$ cat src/rtl/ps2_key_event_tx_if.sv
// ps2_key_event_tx_if: signal bundle between a key-level source and the
// ps2_key event encoder.
//   key_state [NKEYS]   : current level per key, 1 = held
//   key_codes [9*NKEYS] : static scan code per key, key i at [9*i+8 : 9*i]
//   ps2_key   [11]      : event word {toggle, pressed, ext, code[7:0]}
//   busy                : events queued or output spacing still running
// master = stimulus side, slave = encoder side.
interface ps2_key_event_tx_if #(
    parameter int unsigned NKEYS = 8
);
    logic [NKEYS-1:0]   key_state;
    logic [9*NKEYS-1:0] key_codes;
    logic [10:0]        ps2_key;
    logic               busy;

    modport master (
        output key_state,
        output key_codes,
        input  ps2_key,
        input  busy
    );

    modport slave (
        input  key_state,
        input  key_codes,
        output ps2_key,
        output busy
    );
endinterface

$ cat src/rtl/ps2_key_event_tx.sv
// ps2_key_event_tx: turns level changes on a vector of keys into press /
// release events on the 11-bit toggle-style ps2_key word.
//   clk_sys   : single clock
//   reset     : synchronous, active-high; clears reported state and queue
//   bus.slave : key_state / key_codes in, ps2_key / busy out
// A scanner pushes at most one changed key per cycle (lowest index first)
// into a circular FIFO; an output FSM pops one entry, flips ps2_key[10],
// and then holds for GAP edges before the next emit is allowed.
module ps2_key_event_tx #(
    parameter int unsigned NKEYS = 8,
    parameter int unsigned DEPTH = 8,
    parameter int unsigned GAP   = 4
) (
    input logic               clk_sys,
    input logic               reset,
    ps2_key_event_tx_if.slave bus
);
    localparam int unsigned AW = $clog2(DEPTH);
    localparam int unsigned CW = $clog2(DEPTH + 1);
    localparam int unsigned GW = $clog2(GAP + 1);
    localparam int unsigned IW = (NKEYS > 1) ? $clog2(NKEYS) : 1;

    typedef enum logic {
        IDLE,
        HOLD
    } state_t;

    state_t            state_q, state_d;
    logic [GW-1:0]     gcnt_q, gcnt_d;
    logic [10:0]       ps2_q, ps2_d;

    logic [NKEYS-1:0]  prev_q;
    logic [NKEYS-1:0]  changed;
    logic              sel_valid;
    logic [IW-1:0]     sel_idx;
    logic              sel_level;
    logic [8:0]        sel_code;

    logic [9:0]        mem [DEPTH];
    logic [AW-1:0]     wr_ptr, rd_ptr;
    logic [CW-1:0]     count;
    logic              full, empty, push, pop;

    assign changed = bus.key_state ^ prev_q;
    assign full    = (count == CW'(DEPTH));
    assign empty   = (count == '0);

    // Lowest-index changed key wins; the first hit is latched by sel_valid.
    always_comb begin
        sel_valid = 1'b0;
        sel_idx   = '0;
        sel_level = 1'b0;
        sel_code  = '0;
        for (int unsigned i = 0; i < NKEYS; i++) begin
            if (!sel_valid && changed[i]) begin
                sel_valid = 1'b1;
                sel_idx   = IW'(i);
                sel_level = bus.key_state[i];
                sel_code  = bus.key_codes[9*i +: 9];
            end
        end
    end

    // Full flag is the start-of-cycle one: a same-cycle pop never frees a
    // slot for this edge's push, so prev simply lags until space exists.
    assign push = sel_valid && !full;
    assign pop  = (state_q == IDLE) && !empty;

    always_ff @(posedge clk_sys) begin
        if (reset) begin
            prev_q <= '0;
            wr_ptr <= '0;
            rd_ptr <= '0;
            count  <= '0;
        end else begin
            if (push) begin
                mem[wr_ptr]     <= {sel_level, sel_code};
                wr_ptr          <= wr_ptr + AW'(1);
                prev_q[sel_idx] <= sel_level;
            end
            if (pop) begin
                rd_ptr <= rd_ptr + AW'(1);
            end
            case ({push, pop})
                2'b10:   count <= count + CW'(1);
                2'b01:   count <= count - CW'(1);
                default: count <= count;
            endcase
        end
    end

    always_comb begin
        state_d = state_q;
        gcnt_d  = gcnt_q;
        ps2_d   = ps2_q;
        case (state_q)
            IDLE: begin
                if (!empty) begin
                    ps2_d   = {~ps2_q[10], mem[rd_ptr]};
                    gcnt_d  = GW'(GAP - 1);
                    state_d = HOLD;
                end
            end
            HOLD: begin
                gcnt_d = gcnt_q - GW'(1);
                if (gcnt_q == GW'(1)) begin
                    state_d = IDLE;
                end
            end
            default: state_d = IDLE;
        endcase
    end

    always_ff @(posedge clk_sys) begin
        if (reset) begin
            state_q <= IDLE;
            gcnt_q  <= '0;
            ps2_q   <= '0;
        end else begin
            state_q <= state_d;
            gcnt_q  <= gcnt_d;
            ps2_q   <= ps2_d;
        end
    end

    assign bus.ps2_key = ps2_q;
    assign bus.busy    = !empty || (state_q != IDLE);
endmodule
$ cat src/flat_wrapper.sv
// flat-port wrapper written by rule: the top's interface ports become plain ports
module ps2_key_event_tx_flat 
#(
    parameter int unsigned NKEYS = 8,
    parameter int unsigned DEPTH = 8,
    parameter int unsigned GAP   = 4
)
  (clk_sys, reset, bus_key_state, bus_key_codes, bus_ps2_key, bus_busy);
  ps2_key_event_tx_if #(.NKEYS(NKEYS)) bus_i ();
  input logic clk_sys;
  input logic reset;
  input wire logic [$bits(bus_i.key_state)-1:0] bus_key_state;
  input wire logic [$bits(bus_i.key_codes)-1:0] bus_key_codes;
  output wire logic [$bits(bus_i.ps2_key)-1:0] bus_ps2_key;
  output wire logic [$bits(bus_i.busy)-1:0] bus_busy;
  assign bus_i.key_state = bus_key_state;
  assign bus_i.key_codes = bus_key_codes;
  assign bus_ps2_key = bus_i.ps2_key;
  assign bus_busy = bus_i.busy;
  ps2_key_event_tx #(.NKEYS(NKEYS), .DEPTH(DEPTH), .GAP(GAP)) u_core (.clk_sys(clk_sys), .reset(reset), .bus(bus_i));
endmodule
$ cat config.mk
export PLATFORM = sky130hd
export DESIGN_NAME = ps2_key_event_tx_flat
export DESIGN_NICKNAME = d
export VERILOG_FILES = /design/src/rtl/ps2_key_event_tx_if.sv /design/src/rtl/ps2_key_event_tx.sv /design/src/flat_wrapper.sv
export SDC_FILE = /design/constraint.sdc
export NUM_CORES = 1
export LEC_CHECK = 0
export ABC_AREA = 1
export BUFFER_PORTS_ARGS = -buffer_cell sky130_fd_sc_hd__buf_2
export CAP_MARGIN = 0
export CORE_MARGIN = 3
export CORE_UTILIZATION = 45
export CTS_CLUSTER_SIZE = 10
export DETAILED_ROUTE_END_ITERATION = 8
export PLACE_DENSITY = 0.68
export SYNTH_ARGS = -nofsm -noshare
export SYNTH_HDL_FRONTEND = slang
export SYNTH_SLANG_ARGS = --single-unit
$ cat constraint.sdc
create_clock -name clk_sys -period 3.6 [get_ports clk_sys]
set_clock_uncertainty 0.2 [all_clocks]
set_input_delay 0.72 -clock clk_sys [delete_from_list [all_inputs] [get_ports clk_sys]]
set_output_delay 0.72 -clock clk_sys [all_outputs]
set_load 0.05 [all_outputs]
After elaboration in Yosys (flattened, before gate mapping)
Memories as Yosys holds them, arrays and structs flattened. A register that Yosys moved wholly into a read port is not among the register bits.
Index checks and enable logic that the tools add are counted.
{"block": "totals", "output_inout_bits": 12, "ramBits": 80, "input_bits": 82, "n_memories": 1, "regBits": 33, "wordCells": 90}
{"block": "classes", "mux": 43, "add_sub_neg": 5, "eq_ne": 5, "bitwise": 4, "reduce_logical": 23, "magnitude_cmp": 2}
{"memory": "u_core.mem", "words": 8, "word_bits": 10, "rd": 1, "rd_clocked_by_memory_dff": 1, "write_ports": 1, "line": "ps2_key_event_tx.sv:39", "rtl": "logic [9:0] mem [DEPTH];"}
{"op": "2-to-1 mux 9 bit", "count": 8}
{"op": "2-to-1 mux 1 bit", "count": 23}
{"op": "2-to-1 mux 3 bit", "count": 5}
{"op": "logical AND 1 bit", "count": 10}
{"op": "zero test 1 bit", "count": 9}
{"op": "bitwise mux 8 bit", "count": 1}
{"op": "one-hot mux 4 bit (2 select lines)", "count": 1}
{"op": "XOR 8 bit", "count": 1}
{"op": "adder 3 x 1 -> 3 bit, second input constant", "count": 2}
{"op": "one-hot mux 3 bit (2 select lines)", "count": 1}
{"op": "adder 4 x 1 -> 4 bit, second input constant", "count": 1}
{"op": "equality test 4 bit, second input constant", "count": 1}
{"op": "zero test 4 bit", "count": 1}
{"op": "< comparator 3 x 4 -> 1 bit, second input constant", "count": 1}
{"op": "2-to-1 mux 2 bit", "count": 2}
{"op": "subtractor 4 x 1 -> 4 bit, second input constant", "count": 1}
{"op": "demux 1 bit (select 3 bit)", "count": 1}
{"op": "equality test 3 x 1 -> 1 bit, second input constant", "count": 1}
{"op": "greater-or-equal comparator 3 x 1 -> 1 bit, second input constant", "count": 1}
{"op": "NOT 1 bit", "count": 3}
{"op": "subtractor 3 x 1 -> 3 bit, second input constant", "count": 1}
{"op": "equality test 2 x 1 -> 1 bit, second input constant", "count": 1}
{"op": "equality test 2 bit, second input constant", "count": 1}
{"op": "!= test 2 bit, second input constant", "count": 1}
{"op": "4 further kinds", "count": 4}

Depth between registers and ports, before layout
{"block": "depth", "word_depth": 28, "depth_mapped": 19, "depth_no_buf": 18}

Worst setup path after synthesis
Ideal clock, no wire load.
{"block": "synth_timing", "path_kind": "in2reg", "startpoint": "input port bus_key_state[0]", "endpoint": "memory u_core.mem[0][0] (enable)", "n_path_buf": 0, "path_slack_ns": 0.579, "setup_ns": 0.390, "path_stages": 10, "arrival_ns": 2.431, "cell_sequence": "ha_1 > inv_2 > nor2_4 > nand4_2 > nor2_4 > nand3_2 > nand2_2 > inv_2 > nand2_1 > nor3_1"}
{"block": "synth_between", "elab_chain_cells": 27}
{"item": "start: declaration", "line": "flat_wrapper.sv:12", "rtl": "input wire logic [$bits(bus_i.key_state)-1:0] bus_key_state;"}
{"item": "XOR 8 bit (*)", "line": "ps2_key_event_tx.sv:44", "rtl": "assign changed = bus.key_state ^ prev_q;"}
{"item": "2-to-1 mux 1 bit (*)", "line": "ps2_key_event_tx.sv:55", "rtl": "if (!sel_valid && changed[i]) begin"}
{"item": "zero test 1 bit", "line": "ps2_key_event_tx.sv:55"}
{"item": "logical AND 1 bit", "line": "ps2_key_event_tx.sv:55"}
{"item": "2-to-1 mux 1 bit (*)", "line": "ps2_key_event_tx.sv:55"}
{"item": "zero test 1 bit", "line": "ps2_key_event_tx.sv:55"}
{"item": "logical AND 1 bit", "line": "ps2_key_event_tx.sv:55"}
{"item": "2-to-1 mux 1 bit (*)", "line": "ps2_key_event_tx.sv:55"}
{"item": "[... 11 more ...]"}
{"item": "2-to-1 mux 1 bit (*)", "line": "ps2_key_event_tx.sv:55"}
{"item": "zero test 1 bit", "line": "ps2_key_event_tx.sv:55"}
{"item": "logical AND 1 bit", "line": "ps2_key_event_tx.sv:55"}
{"item": "2-to-1 mux 1 bit (*)", "line": "ps2_key_event_tx.sv:55"}
{"item": "logical AND 1 bit (*)", "line": "ps2_key_event_tx.sv:66", "rtl": "assign push = sel_valid && !full;"}
{"item": "2-to-1 mux 1 bit (*)", "line": "ps2_key_event_tx.sv:76", "rtl": "if (push) begin"}
{"item": "2-to-1 mux 1 bit (*)", "line": "ps2_key_event_tx.sv:70", "rtl": "if (reset) begin"}
{"item": "2-to-1 mux 1 bit (implied by the code) (*)", "line": "ps2_key_event_tx.sv:77", "rtl": "mem[wr_ptr] <= {sel_level, sel_code};"}
{"item": "end: declaration", "line": "ps2_key_event_tx.sv:39"}
Every way passes the cells marked *; elsewhere a longest branch is shown, timed or not.

Worst setup path after layout
{"block": "layout_timing", "startpoint": "input port bus_key_state[0]", "endpoint": "register u_core.count[2]"}
{"block": "layout_between", "elab_chain_cells": 26, "word_cells_on_any_way": 28, "classes_between": "eq/ne (2); mux (9); bitwise (1); reduce/logical (16)"}
{"item": "XOR 8 bit (*)", "line": "ps2_key_event_tx.sv:44"}
{"item": "2-to-1 mux 1 bit (*)", "line": "ps2_key_event_tx.sv:55"}
{"item": "zero test 1 bit", "line": "ps2_key_event_tx.sv:55"}
{"item": "logical AND 1 bit", "line": "ps2_key_event_tx.sv:55"}
{"item": "2-to-1 mux 1 bit (*)", "line": "ps2_key_event_tx.sv:55"}
{"item": "zero test 1 bit", "line": "ps2_key_event_tx.sv:55"}
{"item": "logical AND 1 bit", "line": "ps2_key_event_tx.sv:55"}
{"item": "2-to-1 mux 1 bit (*)", "line": "ps2_key_event_tx.sv:55"}
{"item": "[... 10 more ...]"}
{"item": "logical AND 1 bit", "line": "ps2_key_event_tx.sv:55"}
{"item": "2-to-1 mux 1 bit (*)", "line": "ps2_key_event_tx.sv:55"}
{"item": "zero test 1 bit", "line": "ps2_key_event_tx.sv:55"}
{"item": "logical AND 1 bit", "line": "ps2_key_event_tx.sv:55"}
{"item": "2-to-1 mux 1 bit (*)", "line": "ps2_key_event_tx.sv:55"}
{"item": "logical AND 1 bit (*)", "line": "ps2_key_event_tx.sv:66"}
{"item": "equality test 2 x 1 -> 1 bit or equality test 2 bit (tied branches)", "line": "ps2_key_event_tx.sv:84", "rtl": "case ({push, pop})"}
{"item": "one-hot mux 4 bit (2 select lines) or nonzero test 2 bit (tied branches)"}
{"item": "end signal: assignment", "line": "ps2_key_event_tx.sv:85", "rtl": "2'b10: count <= count + CW'(1);"}
{"item": "end signal: assignment", "line": "ps2_key_event_tx.sv:86", "rtl": "2'b01: count <= count - CW'(1);"}
{"item": "end signal: assignment", "line": "ps2_key_event_tx.sv:87", "rtl": "default: count <= count;"}
{"item": "end: declaration", "line": "ps2_key_event_tx.sv:41", "rtl": "logic [CW-1:0] count;"}
Marked as above.
A chain may end at the register's enable or synchronous reset.

==> flow_summary.json <==
{
  "cp-end-kind": "register",
  "die-area_mm2": 0.0132,
  "via_count": 4305,
  "first_iter_violations": 280,
  "p_leak_nw": 2.67,
  "setup_viol_count_final": 0,
  "yosysSeqAreaShare_pct": 57.5,
  "required_ps": 3690,
  "synth_top_area_share_pct": 45.1,
  "layout.nets": 741,
  "mappedNetlistArea_mm2": 0.00533,
  "synth.most_common_cell": "nand2_1",
  "rsz0062_at_grt": "false",
  "cp-start-kind": "primary input",
  "synth-seq-cells": 113,
  "drtAntennaViolNets": 0,
  "cts_buffers": 17,
  "synth_flop_cell": "edfxtp_1",
  "maxSlewHeadroom_pct": 29.9,
  "grt_max_degree": 42,
  "cp_data_arrival_time_ps": 2810,
  "cts_hold_buf": 0,
  "core_mm2": 0.0115,
  "gr-usage-all-layers_pct": 20.2,
  "synthArstFlopShare_pct": 0,
  "fin_cells": 807,
  "routabilityCongestion": 0.928,
  "drive_above_1_share_pct": 24.2,
  "clock_path_buffers": 2,
  "netlist_top_cells_area": "edfxtp_1, dfxtp_1, nand2_1",
  "clkSinkCount": 113,
  "holdCritPathClass": "register to register",
  "overflow": 0,
  "period_minus_slack_ps": 2720,
  "drv_slew": 0,
  "num_rows": 39,
  "ys_warn_count": 0,
  "yosys-top-cells-count": "nand2_1, edfxtp_1, nor2_1",
  "initial_core_util_pct": 46.3,
  "wirelength_mm": 12.7,
  "syn_nets": 638,
  "fin_tns_setup_ps": 0,
  "die_y_um": 115,
  "drt_pass1_iterations": 5,
  "period_share_pct": 75.4,
  "grt_antenna_before_repair": 0,
  "clkTransAtPathRegs_ps": 50,
  "avgViaCountPerCell": 5.33,
  "syn_area_per_cell_um2": 9.72,
  "grt_pass1_vias": 4163,
  "dp.cells": 775,
  "htree_levels": 4,
  "diodes": 0,
  "multi_input_area_mm2": 0.00200,
  "cts_tree": "done",
  "post_cts_buffers": 0,
  "port_buffers": 93,
  "drc_errors": 0,
  "clk_latency_ps": 400,
  "hold_viol": 0,
  "max_freq_mhz": 368,
  "status": "complete, no violations",
  "fillers": 961,
  "cts-root-buf": "clkbuf_16",
  "yosysTopAreaCell": "edfxtp_1",
  "pwr_density_cell_mw_per_mm2": 798,
  "hold_ws_ps": 253,
  "maxCapViolations": 0,
  "synth_enable_flop_cells": 80,
  "register_area_mm2": 0.00306,
  "synth_cell_type_count": 40,
  "crit_fanout": 10,
  "wl_per_cell_um": 15.8,
  "path_class": "primary input to register",
  "die_width_um": 115,
  "netlist_instances": 548,
  "dp_hpwl_mm": 8.90,
  "peakVddDrop_mv": 0.320,
  "synthToLayoutAreaGrowth_pct": 23.7,
  "tightest_slew_ps": 1050,
  "io_pins": 94,
  "cts.repair.resized": 0,
  "grt_first_pass_wirelength_mm": 20.2
}
[power breakdown]
part,internal [W],switching [W]
Sequential,0.00173,0.000119
Clock,0.00115,0.000551
Combinational,0.000529,0.00118
Total,0.00341,0.00185
[routing by layer]
metal	track usage, %	up-vias	wire (um)
met3	6.32	25	912
met5	0	-	0
met4	8.29	0	272
met2	33.8	184	6310
li1	-	2121	-
met1	24.4	1975	5240
[state kept, by name, summed over array words and instances (netlist names)]
signal and cells:
u_core.rd_ptr 3, u_core.bus.ps2_key 11, u_core.prev_q 8, u_core.state_q 1, u_core.mem 80, u_core.gcnt_q 3
u_core.wr_ptr 3, u_core.count 4
[cell usage in the layout, fill, tap and decap left out, drive strengths merged, types with 11 or more instances in the layout]
| cell type | instances |
|---|---|
| nand2 | 106 |
| edfxtp | 80 |
| a21oi | 39 |
| clkinv | 11 |
| nor2 | 83 |
| inv | 38 |
| buf | 108 |
| nand3 | 22 |
| o21ai | 38 |
| dfxtp | 33 |
| clkbuf | 18 |
[metrics by stage]
step	util [%]	power [W]	instance area (um^2)	setup WS, ps
after global placement	51.9	0.00353	5970	521
final	57.2	0.00526	6590	884
after floorplan	-	0.00310	5330	579
after global routing	57.2	0.00557	6590	679
after detailed placement	51.9	0.00358	5970	461
after CTS	57.2	0.00531	6590	891
[final timing paths]
path / start / slack, ps / cells after the start / to
max: bus_key_state[0] / 880 / 17 / u_core.count[2]
min: u_core.bus.ps2_key[10] / 250 / 1 / u_core.bus.ps2_key[10]
max reg2reg: u_core.prev_q[0] / 940 / 17 / u_core.count[2]
min reg2reg: u_core.bus.ps2_key[10] / 250 / 1 / u_core.bus.ps2_key[10]
[cells by family after synthesis]
group	share of synthesized area [%]
compound gates	13.2
xor+xnor	2.23
fa+ha+maj	1.88
buf+inv	4.96
flops	57.5
mux	1.88
simple gates	18.4
[worst max-delay path, stage by stage]
cell	delay (ps)
buf_2	100
ha_1	310
inv_2	110
nor2_4	150
nand4_2	140
nor2_4	130
nand3_2	80
nand2_2	70
ha_1	200
nand2_1	70
inv_1	70
nor2_1	50
ha_1	170
a21oi_1	150
xor2_1	80
o21ai_0	140
inv_1	50
[area by class of cell]
type,count,share of cell area (%)
clock buffer,18,6.51
inverter,41,2.34
timing repair buffer,108,8.77
sequential,113,46.5
tap,143,2.72
multi-input combinational,370,30.3
clock inverter,14,2.85
No activity file was read; power rests on OpenSTA's default activity.
